## src/rtl/fetch_stage_pkg.sv

```systemverilog
// Shared fetch-path widths, default reset PC and the decode-buffer entry type.
package fetch_stage_pkg;

    localparam int unsigned PHY_LEN  = 20;
    localparam int unsigned INST_LEN = 32;

    localparam logic [PHY_LEN-1:0] RESET_PC_DEFAULT = '0;

    typedef struct packed {
        logic [PHY_LEN-1:0]  pc;
        logic [INST_LEN-1:0] instr;
    } fetch_entry_t;

    function automatic logic [PHY_LEN-1:0] word_align(input logic [PHY_LEN-1:0] addr);
        return addr & ~PHY_LEN'(3);
    endfunction

endpackage

```

## src/rtl/fetch_buffer.sv

```systemverilog
// Two-entry decode FIFO. The head is a register and keeps its last value when the FIFO empties.
module fetch_buffer
    import fetch_stage_pkg::*;
#(
    parameter int unsigned DEPTH = 2
) (
    input  logic         clk,
    input  logic         rst,
    input  logic         push,
    input  fetch_entry_t push_data,
    input  logic         pop,
    input  logic         flush,
    output logic         full,
    output logic [1:0]   count,
    output fetch_entry_t head
);

    localparam logic [1:0] DEPTH_CNT = 2'(DEPTH);

    fetch_entry_t tail;
    logic         do_push;
    logic         do_pop;

    assign full    = (count == DEPTH_CNT);
    assign do_push = push && !full;
    assign do_pop  = pop && (count != 2'd0);

    // Push and pop together can only happen with one entry, so the new entry becomes head directly.
    always_ff @(posedge clk or negedge rst) begin
        if (!rst) begin
            count <= '0;
            head  <= '0;
            tail  <= '0;
        end else if (flush) begin
            count <= '0;
        end else begin
            case ({do_push, do_pop})
                2'b10: begin
                    if (count == 2'd0) begin
                        head <= push_data;
                    end else begin
                        tail <= push_data;
                    end
                    count <= count + 2'd1;
                end
                2'b01: begin
                    if (count == 2'd2) begin
                        head <= tail;
                    end
                    count <= count - 2'd1;
                end
                2'b11: begin
                    head <= push_data;
                end
                default: ;
            endcase
        end
    end

endmodule

```

## src/rtl/fetch_stage.sv

```systemverilog
// Instruction fetch stage: owns the PC, drives the icache, and queues {pc, instr} for decode.
module fetch_stage
    import fetch_stage_pkg::*;
#(
    parameter logic [PHY_LEN-1:0] RESET_PC  = RESET_PC_DEFAULT,
    parameter int unsigned        BUF_DEPTH = 2
) (
    input  logic                clk,
    input  logic                rst,
    output logic [PHY_LEN-1:0]  ic_addr,
    output logic                ic_enable,
    input  logic [INST_LEN-1:0] ic_instr_data,
    input  logic                ic_miss,
    input  logic                redirect_valid,
    input  logic [PHY_LEN-1:0]  redirect_pc,
    output logic                dec_valid,
    input  logic                dec_ready,
    output logic [INST_LEN-1:0] dec_instr,
    output logic [PHY_LEN-1:0]  dec_pc,
    output logic [31:0]         miss_cycles
);

    typedef enum logic {
        FETCH,
        MISS
    } fetch_state_t;

    fetch_state_t       state, state_next;
    logic               stale, stale_next;
    logic               push;
    logic [PHY_LEN-1:0] pc;
    logic               buf_full;
    logic [1:0]         buf_count;
    fetch_entry_t       push_entry;
    fetch_entry_t       head;

    assign ic_addr    = pc;
    assign ic_enable  = rst && !buf_full && !redirect_valid;
    assign push_entry = '{pc: pc, instr: ic_instr_data};

    assign dec_valid = (buf_count != 2'd0);
    assign dec_pc    = head.pc;
    assign dec_instr = head.instr;

    fetch_buffer #(
        .DEPTH (BUF_DEPTH)
    ) u_buffer (
        .clk       (clk),
        .rst       (rst),
        .push      (push),
        .push_data (push_entry),
        .pop       (dec_valid && dec_ready),
        .flush     (redirect_valid),
        .full      (buf_full),
        .count     (buf_count),
        .head      (head)
    );

    always_ff @(posedge clk or negedge rst) begin
        if (!rst) begin
            state <= FETCH;
            stale <= 1'b0;
        end else begin
            state <= state_next;
            stale <= stale_next;
        end
    end

    // A redirect during a miss marks the in-flight refill stale; its data is dropped when it lands.
    always_comb begin
        state_next = state;
        stale_next = stale;
        push       = 1'b0;
        case (state)
            FETCH: begin
                if (ic_enable) begin
                    if (ic_miss) begin
                        state_next = MISS;
                    end else begin
                        push = 1'b1;
                    end
                end
            end
            MISS: begin
                if (redirect_valid) begin
                    stale_next = 1'b1;
                end
                if (!ic_miss) begin
                    state_next = FETCH;
                    stale_next = 1'b0;
                    push       = ic_enable && !stale;
                end
            end
            default: state_next = FETCH;
        endcase
    end

    always_ff @(posedge clk or negedge rst) begin
        if (!rst) begin
            pc <= RESET_PC;
        end else if (redirect_valid) begin
            pc <= word_align(redirect_pc);
        end else if (push) begin
            pc <= pc + PHY_LEN'(4);
        end
    end

    always_ff @(posedge clk or negedge rst) begin
        if (!rst) begin
            miss_cycles <= '0;
        end else if (state == MISS && miss_cycles != '1) begin
            miss_cycles <= miss_cycles + 32'd1;
        end
    end

endmodule

```

## config.mk

```make
export PLATFORM = sky130hd
export DESIGN_NAME = fetch_stage
export DESIGN_NICKNAME = d
export VERILOG_FILES = /design/src/rtl/fetch_stage_pkg.sv /design/src/rtl/fetch_buffer.sv /design/src/rtl/fetch_stage.sv
export SDC_FILE = /design/constraint.sdc
export NUM_CORES = 1
export LEC_CHECK = 0
export BUFFER_PORTS_ARGS = -buffer_cell sky130_fd_sc_hd__buf_2
export CAP_MARGIN = 10
export CORE_ASPECT_RATIO = 1.1
export CORE_MARGIN = 8
export CORE_UTILIZATION = 50
export CTS_CLUSTER_SIZE = 28
export DETAILED_ROUTE_END_ITERATION = 8
export PLACE_DENSITY = 0.75
export REMOVE_ABC_BUFFERS = 1
export SLEW_MARGIN = 20
export SYNTH_ARGS = -nofsm -noshare
export SYNTH_HDL_FRONTEND = slang
export SYNTH_SLANG_ARGS = --single-unit
```

## constraint.sdc

```tcl
create_clock -name clk -period 2.5 [get_ports clk]
set_input_delay 0.5 -clock clk [delete_from_list [all_inputs] [get_ports clk]]
set_output_delay 0.5 -clock clk [all_outputs]
set_load 0.01 [all_outputs]
```

==> flow_metrics.tcl <==
set metrics [dict create \
    status "finished clean" \
    detail_route.iter0.violations 299 \
    yosys_warnings 0 \
    layout-drive-gt1-share 0.330 \
    synth_top_cells_by_area "sky130_fd_sc_hd__dfrtp_1 (55%), sky130_fd_sc_hd__mux2_2 (8.2%), sky130_fd_sc_hd__mux2i_1 (7.3%)" \
    power.share.sequential 0.438 \
    ant_nets 0 \
    synth_seq_cells 154 \
    ioPinCount 163 \
    critical_path_arrival_ps 2480 \
    maximum_number_of_pins_on_one_net_before_global_route_repair 155 \
    setup_violations 0 \
    post-synth-top-area-fraction 0.551 \
    postCtsResizedCells 0 \
    synth_top_cells_by_count "sky130_fd_sc_hd__dfrtp_1 (154), sky130_fd_sc_hd__nor2_1 (74), sky130_fd_sc_hd__a21oi_1 (58), sky130_fd_sc_hd__mux2_2 (51), sky130_fd_sc_hd__mux2i_1 (51)" \
    power_density_nw_per_um2 807 \
    power.combinational.fraction 0.150 \
    root_buffer "sky130_fd_sc_hd__clkbuf_16" \
    die_y_um 140 \
    stdcell_area_um2 8750 \
    core_um2 13700 \
    postSynthCellCount 629 \
    maxSlewViolCount 0 \
    die_area_um2 18000 \
    sinks_on_clock_net 154 \
    total_of_fill_cells_in_the_finished_design 1116 \
    fmaxAchievable_mhz 457 \
    maxCapViolCount 0 \
    synth_area_per_cell_um2 11.1 \
    routedLengthMet1_mm 7.07 \
    synth-seq-area-share 0.551 \
    fin_total_pwr_mw 7.06 \
    place_hpwl_mm 11.9 \
    placed_area_um2 8070 \
    finalWorstPathRequiredPeriod_ps 2190 \
    worstSetupStartpointType "flop" \
    holdBufCountCts 0 \
    layout-area-overhead-vs-synth_pct 25.1 \
    critical_path.endpoint_type "flop" \
    floorplan.initialDensity 0.509 \
    fin_worst_skew_ps 6.28 \
    worst_skew_pair.late_latency_ps 410 \
    drc 0 \
    globalRoute.totalOverflow 0 \
    detail_route.vias_per_cell 5.46 \
    power_switching_mw 1.80 \
    ff2ff_path_depth 4 \
    timing.setup.critical_path_class "reg2reg" \
    gp_routability_congestion 0.821 \
    worstPathRequired_ps 2800 \
    count_of_vias_placed_by_the_detailed_router 5392 \
    synth_top_area_cell "sky130_fd_sc_hd__dfrtp_1" \
    die_width_um 129 \
    std_cell_rows 45 \
    cts.reportedPaths.clkPinSlew_ps 60 \
    wl_met2_mm 8.31 \
    vdd.ir_drop.worst_v 0.000593 \
    critical_path_peak_fanout 10 \
    slew_headroom 0.345 \
    total_detailed_routing_wirelength_mm 16.9 \
    top_layer "met5" \
    hold_path.class "in2async" \
    count_of_cell_types_in_the_netlist 46 \
    worstMarginPinSlew_ps 979 \
    power.share.clock 0.411 \
    power.leakage_nw 4.11 \
    clock_buffer_count_from_cts 17 \
    clockBufferDepth 2 \
    synthArstFlopShare 1.00 \
    wl_per_cell_um 17.1 \
    detailedRoute.firstPassIterationCount 6 \
    switching_fraction_of_total_power 0.254 \
    internal-power_mw 5.27 \
    first_global_vias 5467 \
    synth_enable_flop_cells 0 \
    grtUsageTotal 0.189 \
    route.met3.wl_mm 1.34 \
    report.final.hold_viol_count 0 \
    first_pass_grt_wire_length_mm 27.3 \
    synth_area_um2 6990 \
    worst_hold_slack_ps 185 \
    fin_crit_sh 0.875 \
    cts.htree.levels 4 \
    synth_flop_cell "sky130_fd_sc_hd__dfrtp_1" \
    numPortBuffers 156 \
    rsz_0062_raised_after_global_routing "false" \
    yosys.cell_count.top_type "sky130_fd_sc_hd__dfrtp_1" \
    clock_tree_from_tritoncts "built" \
    finalNetCount 845 \
    number_of_antenna_violations_at_the_first_check_in_global_routing 4 \
    cts_setup_buffers 0 \
]
[power by group through the flow]
stage	logic, mW	clock network (mW)	registers (mW)
floorplan	0.451	0	3.22
global placement	1.04	0	3.10
detailed placement	1.08	0	3.13
CTS	1.09	2.97	3.09
global route	1.18	3.05	3.15
finish	1.06	2.91	3.09
[final timing paths]
kind | from | end | slack, ps
max in group asynchronous | rst | u_buffer.head[50] | 1640
min in group clk | redirect_pc[3] | ic_addr[3] | 300
max reg2reg | miss_cycles[20] | miss_cycles[1] | 310
min | rst | ic_addr[4] | 180
max | miss_cycles[20] | miss_cycles[1] | 310
min reg2reg | u_buffer.tail[13] | u_buffer.tail[13] | 500
[flip-flops by register name (all words and copies together) (netlist names)]
name,flops
u_buffer.tail,50
u_buffer.head,50
ic_addr,18
u_buffer.count,2
stale,1
state,1
miss_cycles,32
[layer usage]
metal / GRT usage / vias to the layer above
li1: - / 2543
met1: 0.222 / 2654
met2: 0.316 / 168
met3: 0.0683 / 21
met4: 0.0594 / 6
met5: 0 / -
[final cells by class]
class / count / area (µm²) / area share
Antenna cell: 1 / 2.50 / 0.000286
Sequential cell: 154 / 3850 / 0.441
Clock inverter: 10 / 211 / 0.0242
Multi-Input combinational cell: 433 / 2970 / 0.339
Tap cell: 188 / 235 / 0.0269
Timing Repair Buffer: 173 / 990 / 0.113
Clock buffer: 22 / 464 / 0.0531
Inverter: 7 / 26.3 / 0.00300
[critical path, stage by stage, from the launching register on]
cell                      delay [ps]
sky130_fd_sc_hd__dfrtp_1         450
sky130_fd_sc_hd__nand4_1         190
sky130_fd_sc_hd__or4_4           580
sky130_fd_sc_hd__o31ai_4         510
sky130_fd_sc_hd__mux2_4          350
[kinds of logic (layout without fill, tap and decap cells)]
family / count (synthesis) / count (layout) / share of synthesized area
buffers and inverters: 45 / 212 / 0.0290
AND/OR/NAND/NOR: 194 / 194 / 0.135
AO/OA/AOI/OAI: 102 / 102 / 0.0886
XOR/XNOR: 28 / 28 / 0.0351
other: 1 / 5 / 0.000536
adder cells (fa/ha/maj): 2 / 2 / 0.00358
multiplexers: 103 / 103 / 0.157
flip-flops: 154 / 154 / 0.551
[through the flow]
stage	setup TNS (ps)	utilization	cells	setup slack [ps]
after global placement	0	0.587	955	381
after detailed placement	0	0.587	955	269
after global routing	0	0.637	988	224
after floorplan	-124690	-	594	-2270
after CTS	0	0.637	987	308
final	0	0.637	988	312
[cell usage in the layout, fill, tap and decap left out, types with 3 or more instances in the layout]
| cell | n |
|---|---|
| sky130_fd_sc_hd__a21o_1 | 3 |
| sky130_fd_sc_hd__a21oi_1 | 57 |
| sky130_fd_sc_hd__a221o_1 | 4 |
| sky130_fd_sc_hd__a31oi_1 | 4 |
| sky130_fd_sc_hd__a32oi_1 | 3 |
| sky130_fd_sc_hd__and2_1 | 5 |
| sky130_fd_sc_hd__and3_1 | 9 |
| sky130_fd_sc_hd__and4_1 | 6 |
| sky130_fd_sc_hd__buf_12 | 6 |
| sky130_fd_sc_hd__buf_2 | 155 |
| sky130_fd_sc_hd__buf_4 | 11 |
| sky130_fd_sc_hd__bufinv_16 | 6 |
| sky130_fd_sc_hd__clkbuf_1 | 3 |
| sky130_fd_sc_hd__clkbuf_16 | 17 |
| sky130_fd_sc_hd__conb_1 | 4 |
| sky130_fd_sc_hd__dfrtp_1 | 154 |
| sky130_fd_sc_hd__inv_1 | 7 |
| sky130_fd_sc_hd__mux2_2 | 51 |
| sky130_fd_sc_hd__mux2i_1 | 51 |
| sky130_fd_sc_hd__nand2_1 | 32 |
| sky130_fd_sc_hd__nand3_1 | 23 |
| sky130_fd_sc_hd__nand4_1 | 13 |
| sky130_fd_sc_hd__nor2_1 | 74 |
| sky130_fd_sc_hd__nor2b_1 | 3 |
| sky130_fd_sc_hd__nor3_1 | 11 |
| sky130_fd_sc_hd__nor4_1 | 4 |
| sky130_fd_sc_hd__o211ai_1 | 7 |
| sky130_fd_sc_hd__o21ai_0 | 13 |
| sky130_fd_sc_hd__o311ai_0 | 4 |
| sky130_fd_sc_hd__xnor2_1 | 17 |
| sky130_fd_sc_hd__xor2_1 | 11 |
No activity file was read; power rests on OpenSTA's default activity.
